--- src/rtl/shift_sequencer.sv ---
// shift_sequencer: one-bit-per-clock SLL/SRL/SRA shifter with req/ready in, valid/ack out and busy stall; define SHIFT_SEQ_ROTATE_EN to make op 11 ROL (otherwise SLL)
module shift_sequencer #(
  parameter int WIDTH = 32,
  parameter int SHAMT_W = 5
) (
  input  logic               clock,
  input  logic               reset_n,
  input  logic               req,
  output logic               ready,
  input  logic [1:0]         op,
  input  logic [SHAMT_W-1:0] shamt,
  input  logic [WIDTH-1:0]   operand,
  output logic [WIDTH-1:0]   result,
  output logic               result_valid,
  input  logic               result_ack,
  output logic               busy
);
  typedef enum logic [1:0] {IDLE, SHIFT, DONE} state_t;
  localparam logic [SHAMT_W-1:0] one = 1;
  state_t state, state_n;
  logic [WIDTH-1:0] work, step;
  logic [SHAMT_W-1:0] count;
  logic [1:0] op_q;
  always_comb begin
`ifdef SHIFT_SEQ_ROTATE_EN
    step = op_q == 2'b01 ? {1'b0, work[WIDTH-1:1]} :
           op_q == 2'b10 ? {work[WIDTH-1], work[WIDTH-1:1]} :
           op_q == 2'b11 ? {work[WIDTH-2:0], work[WIDTH-1]} :
                           {work[WIDTH-2:0], 1'b0};
`else
    step = op_q == 2'b01 ? {1'b0, work[WIDTH-1:1]} :
           op_q == 2'b10 ? {work[WIDTH-1], work[WIDTH-1:1]} :
                           {work[WIDTH-2:0], 1'b0};
`endif
  end
  always_comb begin
    state_n = state;
    ready = state == IDLE;
    busy = state == SHIFT;
    result_valid = state == DONE;
    state_n = state == IDLE  ? (req ? SHIFT : IDLE) :
              state == SHIFT ? (count == '0 ? DONE : SHIFT) :
                               (result_ack ? IDLE : DONE);
  end
  assign result = work;
  always_ff @(posedge clock) begin
    if (!reset_n) begin
      state <= IDLE;
      work <= '0;
      count <= '0;
      op_q <= '0;
    end else begin
      state <= state_n;
      if (state == IDLE && req) begin
        work <= operand;
        count <= shamt;
        op_q <= op;
      end else if (state == SHIFT && count != '0) begin
        work <= step;
        count <= count - one;
      end
    end
  end
endmodule

--- config.mk ---
export PLATFORM = sky130hd
export DESIGN_NAME = shift_sequencer
export DESIGN_NICKNAME = d
export VERILOG_FILES = /design/src/rtl/shift_sequencer.sv
export SDC_FILE = /design/constraint.sdc
export NUM_CORES = 1
export LEC_CHECK = 0
export CAP_MARGIN = 20
export CORE_ASPECT_RATIO = 1.25
export CORE_MARGIN = 4
export CORE_UTILIZATION = 44
export DETAILED_ROUTE_END_ITERATION = 7
export PLACE_DENSITY = 0.79
export SYNTH_ARGS = -nofsm -noshare
export SYNTH_HDL_FRONTEND = slang
export SYNTH_SLANG_ARGS = --single-unit
--- constraint.sdc ---
create_clock -name clock -period 2.97 [get_ports clock]
set_clock_uncertainty 0.1 [all_clocks]
set_input_delay 0.594 -clock clock [delete_from_list [all_inputs] [get_ports clock]]
set_output_delay 0.594 -clock clock [all_outputs]
set_load 0.005 [all_outputs]
# [Word-level counts from Yosys, hierarchy flattened]
# Index checks and enable logic that the tools add are counted.
[op_classes] eq_ne=5 addsub=1 reduce_logical=7 n_mux=11
[ops] operator="32-bit 2-to-1 mux" n=4
[ops] operator="5-bit 2-to-1 mux" n=2
[ops] operator="2-bit 2-to-1 mux" n=4
[ops] operator="5-bit logical NOT" n=1
[ops] operator="5-bit nonzero test" n=1
[ops] operator="5-bit by 1-bit subtractor with 5-bit output, second input constant" n=1
[ops] operator="2-bit by 1-bit equality test with 1-bit output, second input constant" n=2
[ops] operator="2-bit equality test, second input constant" n=2
[ops] operator="3-bit by 2-bit inequality test with 1-bit output, second input constant" n=1
[ops] operator="1-bit logical AND" n=2
[ops] operator="2-bit logical NOT" n=1
[ops] operator="2-bit AND reduction" n=1
[ops] operator="2-bit nonzero test" n=1
[ops] operator="1-bit 2-to-1 mux" n=1
[word_totals] word_cells=29 input_bits=43 register_bits=41

# [Longest topological paths before layout]
# Gate-level depths: netlist of run 1.
[logic_depth] depth_word=5 mapped_depth=8 ltp_nobuf=6

# [Least setup slack after synthesis of run 1]
# No wires, ideal clock.
[synth_path] kind="flip-flop to flip-flop" startpoint="register count[0]" endpoint="register work[11] (netlist: result[11])" slack_ns=1.129 path_stages_with_launch=9 t_arrival_ns=1.609 setup_ns=0.133 period_less_slack_ns=1.841 n_path_buf=2 required_time_ns=2.737 cell_sequence="dfxtp_1 > inv_1 > ha_1 > or4b_4 > and2_4 > buf_6 > nand3_4 > buf_8 > o221ai_1"
[synth_between] elab_chain_cells=3
[synth_lines] element="from (decl)" line="22" text="logic [SHAMT_W-1:0] count;"
[synth_lines] element="from (signal assigned)" line="56" text="count <= shamt;"
[synth_lines] element="from (signal assigned)" line="60" text="count <= count - one;"
[synth_lines] element="5-bit nonzero test" line="58" text="end else if (state == SHIFT && count != '0) begin"
[synth_lines] element="1-bit logical AND" line="58"
[synth_lines] element="2-bit nonzero test (no source line)"
[synth_lines] element="to (signal assigned)" line="55" text="work <= operand;"
[synth_lines] element="to (signal assigned)" line="59" text="work <= step;"
[synth_lines] element="to (decl)" line="21" text="logic [WIDTH-1:0] work, step;"
# No other way between the ends.
# A chain may end at the register's enable or synchronous reset.

# [Worst setup path in the final report of run 1]
[layout_path] startpoint="register state[0]" endpoint="output port busy"
[layout_between] elab_chain_cells=1
[layout_lines] element="from (decl)" line="20" text="state_t state, state_n;"
[layout_lines] element="from (signal assigned)" line="53" text="state <= state_n;"
[layout_lines] element="2-bit by 1-bit equality test with 1-bit output" line="39" text="busy = state == SHIFT;"
[layout_lines] element="to (decl)" line="16" text="output logic busy"
# No other way between the ends.

==> results of run 1 <==
## flip-flops by register name, summed over array words and instances (netlist names)
name and flops:
result 32, count 5, op_q 2, state 2
## cell type report
cell class / instances / area (µm²) / area share, %
clock buffers: 5 / 68.82 / 2.251
multi-input cells: 173 / 1209 / 39.54
flip-flops and latches: 41 / 820.8 / 26.85
repair buffers: 84 / 818.3 / 26.77
well taps: 60 / 75.07 / 2.456
clock inverters: 3 / 46.29 / 1.515
inverters: 5 / 18.77 / 0.6140
## placed cells by master, fill, tap and decap left out, types with 2 or more instances in the layout
cell             count
clkdlybuf4s50_1     76
nand3_1             66
a21oi_1              6
o21ai_0              3
nor2b_1              2
nand2_1             11
o221ai_1            28
clkbuf_8             5
inv_1                5
mux2i_1             30
nor2_1               6
nor3_1               2
o221ai_2             2
dfxtp_1             41
buf_4                7
## worst max-delay path, delay by kind of cell (launching register included)
kind | cells | cell delay (ps)
buffers and inverters | 1 | 600
DFF | 1 | 350
and+or+nand+nor | 1 | 430
## layer usage
layer | vias to the layer above | GRT usage (%) | wire length [µm]
met4 | 0 | 8.376 | 110
met2 | 65 | 31.05 | 2965
met1 | 1046 | 25.20 | 2547
met3 | 9 | 4.756 | 319
met5 | - | 0 | 0
li1 | 1062 | - | -
## worst max-delay path by stage
stage / startpoint / end / slack [ps] / cells after the start
2_1_floorplan: count[0]$_SDFFE_PN0P_ / result[11]$_SDFFE_PN0P_ / 1130 / 8
3_3_place_gp: req / result[7]$_SDFFE_PN0P_ / 690 / 4
3_5_place_dp: req / result[1]$_SDFFE_PN0P_ / 620 / 4
4_1_cts: state[0]$_SDFF_PN0_ / busy / 600 / 2
5_1_grt: state[0]$_SDFF_PN0_ / busy / 510 / 2
6_report: state[0]$_SDFF_PN0_ / busy / 600 / 2
## power groups by stage
stage,Sequential (mW),Clock (mW),Combinational (mW)
4_1_cts,0.675,0.465,0.481
6_report,0.676,0.456,0.479
3_5_place_dp,0.687,0,0.479
2_1_floorplan,0.675,0,0.279
5_1_grt,0.685,0.489,0.521
3_3_place_gp,0.687,0,0.470
## synth_stat cells, types with 2 or more instances
master / count / area share (%)
buf_6: 2 / 1.0
o21ai_0: 3 / 0.69
nor2_1: 6 / 1.0
o221ai_1: 28 / 11
inv_1: 5 / 0.86
a21oi_1: 6 / 1.4
nor3_1: 2 / 0.46
dfxtp_1: 41 / 38
nand3_1: 66 / 15
buf_2: 6 / 1.4
o221ai_2: 2 / 1.4
nor2b_1: 2 / 0.57
clkbuf_1: 12 / 2.1
buf_1: 2 / 0.34
buf_8: 3 / 2.1
nand2_1: 11 / 1.9
mux2i_1: 30 / 14
## stage by stage
step                setup slack, ps  hold slack [ps]  area, µm²
finish                        597.1            388.1       3057
global route                  506.0            418.4       3057
CTS                           595.2            391.6       3057
detailed placement            621.8            380.8       2942
global placement              688.1            380.5       2942
floorplan                      1129            360.8       2185
## kinds of logic (layout without fill, tap and decap cells)
kind of cell             Yosys count  after routing  share of synthesized area (%)
XOR/XNOR                           2              2                         0.8020
multiplexers                      30             30                          13.75
AND/OR/NAND/NOR                   95             95                          22.45
flip-flops                        41             41                          37.57
AO/OA/AOI/OAI                     44             44                          16.44
adder cells (fa/ha/maj)            2              2                          1.031
buffers and inverters             31             97                          7.961
==> impl_results.rst, run 1 <==
.. list-table::
   :header-rows: 1

   * - Metric
     - Value
   * - Result of the run
     - finished, final reports clean
   * - Count of unique library cells instantiated by Yosys
     - 35
   * - Top flip-flop cell by instance count after synthesis
     - dfxtp_1
   * - # DRC
     - 0
   * - Number of routed nets with antenna violations
     - 0
   * - Reg-to-Reg End
     - result[1]$_SDFFE_PN0P_
   * - Portion of total power attributed to the clock network
     - ~28%
   * - Floorplan die area
     - between 0.006 and 0.007 mm²
   * - Largest vdd supply drop
     - approximately 0.00032 V
   * - CP Data Required Time
     - roughly 2300 ps
   * - Count of buffers inserted at the top-level ports
     - slightly below 80
   * - CTS tree
     - built
   * - Highest clock frequency the design can meet
     - around 420 MHz
   * - Cts hold-fix bufs
     - 0
   * - Floorplan core area
     - around 0.0048 mm²
   * - Synthesized net count
     - slightly below 300
   * - Setup-violating endpoint count in the final report
     - 0
   * - Antenna diode count
     - 0
   * - Share of power burned in registers
     - a little over two fifths
   * - Post-CTS clock slew at the launch and capture registers of the worst setup and hold paths
     - around 80 ps
   * - Post-synthesis to final-layout area growth
     - 39.92%
   * - Routed wire length per instance
     - 16.02 µm
   * - Sequence of cells on the critical path
     - nor2b_1, clkdlybuf4s50_1
   * - Placed Instances
     - 363
   * - Synth Cell Area
     - approximately 0.0022 mm²
   * - Share of the core filled with cells in the final layout
     - between 60% and 70%
   * - CTS sink cnt
     - approximately 40
   * - Source-to-sink clock delay at the later pin of the worst-skew pair
     - around 300 ps
   * - Sort of element at the end of the critical path
     - output pin
   * - CP peak stage delay
     - 600 ps
   * - Die Width
     - ~70 µm
   * - Startpoint of the worst register-to-register path
     - state[0]$_SDFF_PN0_
   * - Worst min-delay path startpoint
     - count[4]$_SDFFE_PN0P_
   * - Count of flip-flops with a built-in enable after synthesis
     - 0
   * - Fraction of final layout cells sized beyond drive strength 1
     - under 10%
   * - Cell count after synthesis
     - approximately 250
   * - Fraction of registers with async set or reset after synthesis
     - 0%
   * - Unrepaired setup endpoints after global routing
     - false
   * - Net Switching
     - between 0.4 and 0.5 mW
   * - Synthesis Warnings
     - 0
   * - Max-slew headroom at the worst pin
     - between 60% and 70%
   * - Sw frac
     - approximately 30%
   * - Total negative slack for setup checks
     - 0 ps
   * - Power per cell area
     - 526.9 mW/mm²
   * - Deepest clock path buffer count
     - 2
   * - Fill cell instance count of the final layout
     - 440
   * - Number of buffers created by CTS
     - 5
   * - Via total after detailed routing
     - around 2.2k
   * - Post-CTS sizing
     - 0
   * - Slew at the pin closest to its max-slew limit
     - around 540 ps
   * - Post-layout minimum cycle time
     - ~2400 ps
   * - Antenna violations before repair
     - 0
   * - Max capacitance violation total
     - 0
   * - Top-level port count
     - 78
   * - Type of the tightest min-delay check
     - reg -> reg
   * - Nature of the critical path startpoint
     - flip-flop
   * - Number of pins exceeding their max-slew limit in the final report
     - 0
   * - Mean Syn Cell Area
     - 8.917 µm²
   * - Detailed Routing Iterations Pass 1
     - 4
   * - Number of vias per cell after detailed routing
     - just under 6
   * - H-tree depth reported by CTS
     - 2
   * - Placer congestion estimate
     - 0.7731
   * - Worst Hold Path Cells
     - 2
   * - Period utilization
     - approximately 80%
   * - Flip-flop and latch count after synthesis
     - 41
   * - Number of setup buffers added after CTS
     - 0
   * - Initial DRC Count
     - roughly 200
   * - Register-to-Register Setup Slack
     - 730 ps
   * - Global-route wire length before repair
     - about 9700 µm
   * - Root Buffer
     - clkbuf_8
   * - Final Power
     - roughly 1.6 mW
   * - Post-route insts no fill
     - between 300 and 400
   * - Final net count
     - ~350
   * - Starting density of the core
     - approximately 46%
   * - Sequential fraction of the synthesis area
     - 37.57%
   * - Type of the worst setup path
     - reg -> out
   * - Worst reg-to-reg path cell count
     - 4
   * - Global-route usage over all layers
     - a little under 20%
   * - Overall routed net length
     - between 5000 and 6000 µm
   * - Arrival time worst endpoint
     - around 1700 ps
   * - Maximum fanout along the worst path
     - 7
   * - Comb pwr share
     - 29.7%
   * - Number of hold violations in the final report
     - 0
   * - Die Span Y
     - about 87 µm
   * - Crit path max-delay cell type
     - clkdlybuf4s50_1
   * - Worst Hold End
     - count[4]$_SDFFE_PN0P_
   * - Largest net degree at the start of global routing
     - 37
   * - Total congestion overflow after global routing
     - 0
   * - Internal power
     - between 1 and 1.5 mW
   * - Leak pwr
     - a little over 1 nW
   * - Standard-cell row count
     - 28
   * - Final HPWL from detailed placement
     - about 4200 µm
   * - Number of global-route vias before repair
     - 2,062
Power figures use the tool's default switching activity.
==> run 2, diff against run 1 <==
- CORE_UTILIZATION: 44 -> 40
- PLACE_DENSITY: 0.79 -> 0.75
- clock period: 2.97 -> 2.1 ns (I/O delays scaled with it)
==> run 2 against run 1 <==
Net effect: sequential share of layout area fell by 0.33 points; combinational power rose by 49%; utilization fell by 4.5 points; hold slack improved by 12 ps; sequential cell count did not move; cell count rose by 2.2%; clock power rose by 8.3%; count of clock-buffer cells in the layout rose by 1; first-iteration DRC count fell by 12%; setup slack got worse by 470 ps; power rose by 34%.
==> impl_results.rst, run 2 (synthesis results as in run 1) <==
.. list-table::
   :header-rows: 1

   * - Metric
     - Value
   * - Result of the run
     - finished, final reports clean (unchanged)
   * - Starting density of the core
     - 42.10% (was 45.85%)
   * - Antenna diode count
     - 0 (unchanged)
   * - Fill cell instance count of the final layout
     - 485 (was 440)
   * - Worst Hold End
     - count[1]$_SDFFE_PN0P_ (was count[4]$_SDFFE_PN0P_)
   * - Global-route usage over all layers
     - 18.79% (was 19.54%)
   * - Number of buffers created by CTS
     - 5 (unchanged)
   * - Power per cell area
     - 699.0 mW/mm² (was 526.9 mW/mm²)
   * - CP Data Required Time
     - 2150 ps (was 2280 ps)
   * - Die Width
     - 74.10 µm (was 71.03 µm)
   * - Count of buffers inserted at the top-level ports
     - 77 (unchanged)
   * - Total negative slack for setup checks
     - 0 ps (unchanged)
   * - Antenna violations before repair
     - 0 (unchanged)
   * - Routed wire length per instance
     - 16.77 µm (was 16.02 µm)
   * - Startpoint of the worst register-to-register path
     - count[0]$_SDFFE_PN0P_ (was state[0]$_SDFF_PN0_)
   * - Number of pins exceeding their max-slew limit in the final report
     - 0 (unchanged)
   * - CTS sink cnt
     - 41 (unchanged)
   * - H-tree depth reported by CTS
     - 2 (unchanged)
   * - Worst Hold Path Cells
     - 2 (unchanged)
   * - Commonest non-fill, non-tap cell in the layout
     - clkdlybuf4s50_1 (unchanged)
   * - Sort of element at the end of the critical path
     - flip-flop (was output pin)
   * - Number of hold violations in the final report
     - 0 (unchanged)
   * - Maximum fanout along the worst path
     - 22 (was 7)
   * - Setup-violating endpoint count in the final report
     - 0 (unchanged)
   * - Top-level port count
     - 78 (unchanged)
   * - Total congestion overflow after global routing
     - 0 (unchanged)
   * - Critical Path Start
     - count[0]$_SDFFE_PN0P_ (was state[0]$_SDFF_PN0_)
   * - Initial DRC Count
     - 174 (was 198)
   * - Number of global-route vias before repair
     - 2,199 (was 2,062)
   * - Commonest cells after routing, fill and taps aside
     - 76 x clkdlybuf4s50_1, 66 x nand3_1, 41 x dfxtp_1 (unchanged)
   * - Type of the tightest min-delay check
     - reg -> reg (unchanged)
   * - Global-route wire length before repair
     - 10,250 µm (was 9694 µm)
   * - Die Span Y
     - 90.63 µm (was 86.78 µm)
   * - Register-to-Register Setup Slack
     - 120 ps (was 730 ps)
   * - # DRC
     - 0 (unchanged)
   * - Fraction of final layout cells sized beyond drive strength 1
     - 8.517% (was 7.074%)
   * - Max capacitance violation total
     - 0 (unchanged)
   * - Largest vdd supply drop
     - 0.0003392 V (was 0.0003186 V)
   * - Area of the multi-input gates
     - 0.001226 mm² (was 0.001209 mm²)
   * - Deepest clock path buffer count
     - 2 (unchanged)
   * - Largest net degree at the start of global routing
     - 31 (was 37)
   * - Worst reg-to-reg path cell count
     - 6 (was 4)
   * - Source-to-sink clock delay at the later pin of the worst-skew pair
     - 290 ps (was 300 ps)
   * - Flip-flop count of the largest register, all copies and words added
     - 32 (unchanged)
   * - Standard-cell row count
     - 29 (was 28)
   * - Post-CTS clock slew at the launch and capture registers of the worst setup and hold paths
     - 80 ps (about the same)
   * - Floorplan core area
     - 0.005189 mm² (was 0.004765 mm²)
   * - Floorplan die area
     - 0.006715 mm² (was 0.006164 mm²)
   * - CTS tree
     - built (unchanged)
   * - Highest clock frequency the design can meet
     - slightly above 500 MHz
   * - Via total after detailed routing
     - 2,221 (was 2,182)
   * - Unrepaired setup endpoints after global routing
     - false (unchanged)
   * - Type of the worst setup path
     - reg -> reg (was reg -> out)
   * - Final net count
     - 360 (was 354)
   * - Overall routed net length
     - 6354 µm (was 5942 µm)
   * - Number of setup buffers added after CTS
     - 0 (unchanged)
   * - Number of routed nets with antenna violations
     - 0 (unchanged)
   * - Nature of the critical path startpoint
     - flip-flop (unchanged)
   * - Slew at the pin closest to its max-slew limit
     - 384.3 ps (was 536.2 ps)
   * - Post-layout minimum cycle time
     - between 1500 and 2000 ps
   * - Max-slew headroom at the worst pin
     - 74.38% (was 64.25%)
   * - Worst min-delay path startpoint
     - count[1]$_SDFFE_PN0P_ (was count[4]$_SDFFE_PN0P_)
   * - Placed Instances
     - 370 (was 363)
   * - Number of vias per cell after detailed routing
     - 5.860 (was 5.881)
   * - Post-route insts no fill
     - 379 (was 371)
   * - Detailed Routing Iterations Pass 1
     - 4 (unchanged)
   * - Leak pwr
     - 1.044 nW (was 1.021 nW)
   * - Worst-case hold slack
     - 400.0 ps (was 388.1 ps)
   * - Period utilization
     - between 90 and 100%
   * - Post-synthesis to final-layout area growth
     - 41.64% (was 39.92%)
   * - Reg-to-Reg End
     - result[13]$_SDFFE_PN0P_ (was result[1]$_SDFFE_PN0P_)
   * - Root Buffer
     - clkbuf_8 (unchanged)
   * - Final HPWL from detailed placement
     - 4554 µm (was 4168 µm)
   * - Placer congestion estimate
     - 0.8955 (was 0.7731)
   * - Storage element area
     - 820.8 µm² (unchanged)
   * - Arrival time worst endpoint
     - 2030 ps (was 1680 ps)
[run 2: report_power, final]
part           internal [mW]  switching, mW  leakage [nW]
combinational          0.384          0.328         0.661
sequential             0.864         0.0930         0.337
clock                  0.230          0.263        0.0450
[run 2: repair_timing]
item,4_1_cts,5_1_grt
pin swaps,0,0
gates cloned,1,0
hold buffers,0,0
setup endpoints to repair,1,15
endpoints found under the hold margin,0,0
resized for setup,0,1
[run 2: per-stage QoR]
stage | utilization (%) | setup WS (ps) | power, mW | area [µm²]
after floorplan | - | 258.5 | 1.349 | 2185
after global placement | 57.70 | 97.60 | 1.667 | 2994
after detailed placement | 57.70 | 16.80 | 1.681 | 2994
after CTS | 59.49 | 54.12 | 2.178 | 3087
after global routing | 59.63 | 21.75 | 2.287 | 3094
final | 59.63 | 123.0 | 2.163 | 3094
[run 2: area by class of cell]
class	instances	share of cell area [%]
Inverter	5	0.6066
Multi-Input combinational cell	174	39.63
Sequential cell	41	26.53
Clock buffer	6	2.345
Tap cell	62	2.507
Timing Repair Buffer	89	28.06
Clock inverter	2	0.3235
[run 2: metal layers]
| layer | vias up | part of all wire [%] | track usage, % |
|---|---|---|---|
| met1 | 1065 | 43 | 24.62 |
| li1 | 1078 | - | - |
| met2 | 74 | 50 | 31.80 |
| met5 | - | 0 | 0 |
| met4 | 0 | 0.58 | 2.719 |
| met3 | 4 | 6.4 | 4.009 |
[run 2: worst max path at each step]
stage / end / slack (ps) / cells after the start
finish: result[13]$_SDFFE_PN0P_ / 120 / 6
floorplan: result[11]$_SDFFE_PN0P_ / 260 / 8
detailed placement: result[22]$_SDFFE_PN0P_ / 20 / 6
CTS: result[14]$_SDFFE_PN0P_ / 50 / 6
global route: result[13]$_SDFFE_PN0P_ / 20 / 6
global placement: result[4]$_SDFFE_PN0P_ / 100 / 6
[run 2: worst max-delay path, stage by stage (launching register included)]
cell and delay, ps:
dfxtp_1 340, inv_1 60, ha_1 180, or4b_4 470
and2_4 280, nand3_4 240, o221ai_1 170
==> run 3, diff against run 2 <==
- ABC_CLOCK_PERIOD_IN_PS: unset -> 2100
- MAX_ROUTING_LAYER: unset -> met4
==> run 3 against run 2 <==
Net effect: sequential cell count unchanged; sequential share of layout area did not move; utilization is the same; count of clock-buffer cells in the layout is the same; critical path type is now reg -> out.
==> impl_results.rst, run 3 (synthesis results as in run 1) <==
.. list-table::
   :header-rows: 1

   * - Metric
     - Value
   * - Overall routed net length
     - 6376 µm (was 6354 µm)
   * - Final net count
     - 360 (unchanged)
   * - Worst-case hold slack
     - 400.0 ps (about the same)
   * - Post-route insts no fill
     - 379 (unchanged)
   * - Antenna violations before repair
     - 0 (unchanged)
   * - Sort of element at the end of the critical path
     - output pin (was flip-flop)
   * - Final HPWL from detailed placement
     - 4554 µm (unchanged)
   * - Placer congestion estimate
     - 0.9107 (was 0.8955)
   * - Post-layout minimum cycle time
     - 1995 ps (was 1977 ps)
   * - Worst reg-to-reg path cell count
     - 6 (unchanged)
   * - Register-to-Register Setup Slack
     - 130 ps (was 120 ps)
   * - Deepest clock path buffer count
     - 2 (unchanged)
   * - Sw frac
     - 31.77% (was 31.65%)
   * - Final Instance Area
     - 0.003094 mm² (unchanged)
   * - CP Data Required Time
     - 1580 ps (was 2150 ps)
   * - Max capacitance violation total
     - 0 (unchanged)
   * - Startpoint of the worst register-to-register path
     - count[0]$_SDFFE_PN0P_ (unchanged)
   * - Number of global-route vias before repair
     - 2,197 (was 2,199)
   * - H-tree depth reported by CTS
     - 2 (unchanged)
   * - Global-route wire length before repair
     - 10,270 µm (was 10,250 µm)
   * - Number of pins exceeding their max-slew limit in the final report
     - 0 (unchanged)
   * - Type of the tightest min-delay check
     - reg -> reg (unchanged)
   * - Worst setup path endpoint
     - busy (was result[13]$_SDFFE_PN0P_)
   * - Leak pwr
     - 1.044 nW (unchanged)
   * - Reg-to-Reg End
     - result[13]$_SDFFE_PN0P_ (unchanged)
   * - Floorplan core area
     - 0.005189 mm² (unchanged)
   * - Slew at the pin closest to its max-slew limit
     - 389.0 ps (was 384.3 ps)
   * - Die Span Y
     - 90.63 µm (unchanged)
   * - Fraction of final layout cells sized beyond drive strength 1
     - 8.517% (unchanged)
   * - Maximum fanout along the worst path
     - 3 (was 22)
   * - Largest vdd supply drop
     - 0.0003396 V (was 0.0003392 V)
   * - Post-CTS clock slew at the launch and capture registers of the worst setup and hold paths
     - 80 ps (about the same)
   * - # DRC
     - 0 (unchanged)
   * - Number of buffers created by CTS
     - 5 (unchanged)
   * - Initial DRC Count
     - 172 (was 174)
   * - Die Width
     - 74.10 µm (unchanged)
   * - Floorplan die area
     - 0.006715 mm² (unchanged)
   * - Unrepaired setup endpoints after global routing
     - false (unchanged)
   * - Max-slew headroom at the worst pin
     - 74.06% (was 74.38%)
   * - Total congestion overflow after global routing
     - 0 (unchanged)
   * - Post-synthesis to final-layout area growth
     - 41.64% (unchanged)
   * - Root Buffer
     - clkbuf_8 (unchanged)
   * - Count of buffers inserted at the top-level ports
     - 77 (unchanged)
   * - Placed Instances
     - 370 (unchanged)
   * - CTS sink cnt
     - 41 (unchanged)
   * - Flip-flop count of the largest register, all copies and words added
     - 32 (unchanged)
   * - Detailed Routing Iterations Pass 1
     - 4 (unchanged)
   * - Routed wire length per instance
     - 16.82 µm (was 16.77 µm)
   * - Commonest cells after routing, fill and taps aside
     - 76 x clkdlybuf4s50_1, 66 x nand3_1, 41 x dfxtp_1 (unchanged)
   * - Result of the run
     - finished, final reports clean (unchanged)
   * - Period utilization
     - 95.01% (was 94.14%)
   * - Internal power
     - 1.478 mW (about the same)
   * - Net Switching
     - 0.6883 mW (was 0.6844 mW)
   * - Total negative slack for setup checks
     - 0 ps (unchanged)
   * - Area post-placement
     - 0.002994 mm² (unchanged)
   * - Starting density of the core
     - 42.10% (unchanged)
   * - Power per cell area
     - 700.2 mW/mm² (was 699.0 mW/mm²)
   * - Number of hold violations in the final report
     - 0 (unchanged)
   * - Number of routed nets with antenna violations
     - 0 (unchanged)
   * - Source-to-sink clock delay at the later pin of the worst-skew pair
     - 290 ps (about the same)
   * - Arrival time worst endpoint
     - 1480 ps (was 2030 ps)
   * - Critical Path Start
     - state[0]$_SDFF_PN0_ (was count[0]$_SDFFE_PN0P_)
   * - Number of vias per cell after detailed routing
     - 5.831 (was 5.860)
   * - Share of power burned in registers
     - 44.1% (was 44.2%)
   * - Via total after detailed routing
     - 2,210 (was 2,221)
   * - Standard-cell row count
     - 29 (unchanged)
   * - Type of the worst setup path
     - reg -> out (was reg -> reg)
   * - Highest clock frequency the design can meet
     - 501.2 MHz (was 505.8 MHz)
   * - Setup-violating endpoint count in the final report
     - 0 (unchanged)
   * - Comb pwr share
     - 32.9% (about the same)
   * - Nature of the critical path startpoint
     - flip-flop (unchanged)
   * - Top-level port count
     - 78 (unchanged)
   * - Largest net degree at the start of global routing
     - 31 (unchanged)
   * - Antenna diode count
     - 0 (unchanged)
   * - Portion of total power attributed to the clock network
     - 22.9% (was 22.8%)
   * - Number of setup buffers added after CTS
     - 0 (unchanged)
   * - Commonest non-fill, non-tap cell in the layout
     - clkdlybuf4s50_1 (unchanged)
   * - CTS tree
     - built (unchanged)
   * - Global-route usage over all layers
     - 19.31% (was 18.79%)
[run 3: cell counts in the layout (fill, tap and decap cells not counted)]
No cell type changed its count.
[run 3: routing by layer]
layer / GRT usage (%) / share of wire (%)
met3: 3.786 / 6.4
met5: - / 0
met2: 31.73 / 50
met1: 24.90 / 43
met4: 2.719 / 0.36
[run 3: timing repair]
action                     in CTS  in global routing
gates cloned                    1                  0
setup endpoints to repair       1                 15
gates resized for setup         0                  1
hold buffers                    0                  0
hold endpoints to repair        0                  0
[run 3: per-stage QoR]
stage	power [mW]	utilization [%]	setup WS, ps
after global routing	2.287	59.63	22.86
final	2.167	59.63	104.9
after detailed placement	1.681	57.70	16.80
after CTS	2.178	59.49	54.12
after floorplan	1.349	-	258.5
after global placement	1.667	57.70	97.60
[run 3: worst min-delay path by stage]
| stage | startpoint | to | depth (start not counted) | slack (ps) |
|---|---|---|---|---|
| floorplan | op_q[0]$_SDFFE_PN0P_ | op_q[0]$_SDFFE_PN0P_ | 2 | 360 |
| global placement | count[1]$_SDFFE_PN0P_ | count[1]$_SDFFE_PN0P_ | 2 | 390 |
| detailed placement | count[1]$_SDFFE_PN0P_ | count[1]$_SDFFE_PN0P_ | 2 | 390 |
| CTS | count[1]$_SDFFE_PN0P_ | count[1]$_SDFFE_PN0P_ | 2 | 410 |
| global route | count[1]$_SDFFE_PN0P_ | count[1]$_SDFFE_PN0P_ | 2 | 420 |
| finish | count[1]$_SDFFE_PN0P_ | count[1]$_SDFFE_PN0P_ | 2 | 400 |
[run 3: critical path: stages, from the launching register on]
cell and delay, ps:
dfxtp_1 350, nor2b_1 280, clkdlybuf4s50_1 560
[run 3: power groups by stage]
stage	clock [mW]	combinational (mW)	sequential, mW
2_1_floorplan	0	0.395	0.954
3_3_place_gp	0	0.696	0.972
3_5_place_dp	0	0.707	0.975
4_1_cts	0.507	0.715	0.956
5_1_grt	0.544	0.774	0.968
6_report	0.497	0.713	0.956
[run 3: cell type report]
class | count | area, µm²
fill | 485 | 2095
multi-input combinational | 174 | 1226
timing repair buffer | 89 | 868.3
sequential | 41 | 820.8
tap | 62 | 77.57
clock buffer | 6 | 72.57
inverter | 5 | 18.77
clock inverter | 2 | 10.01
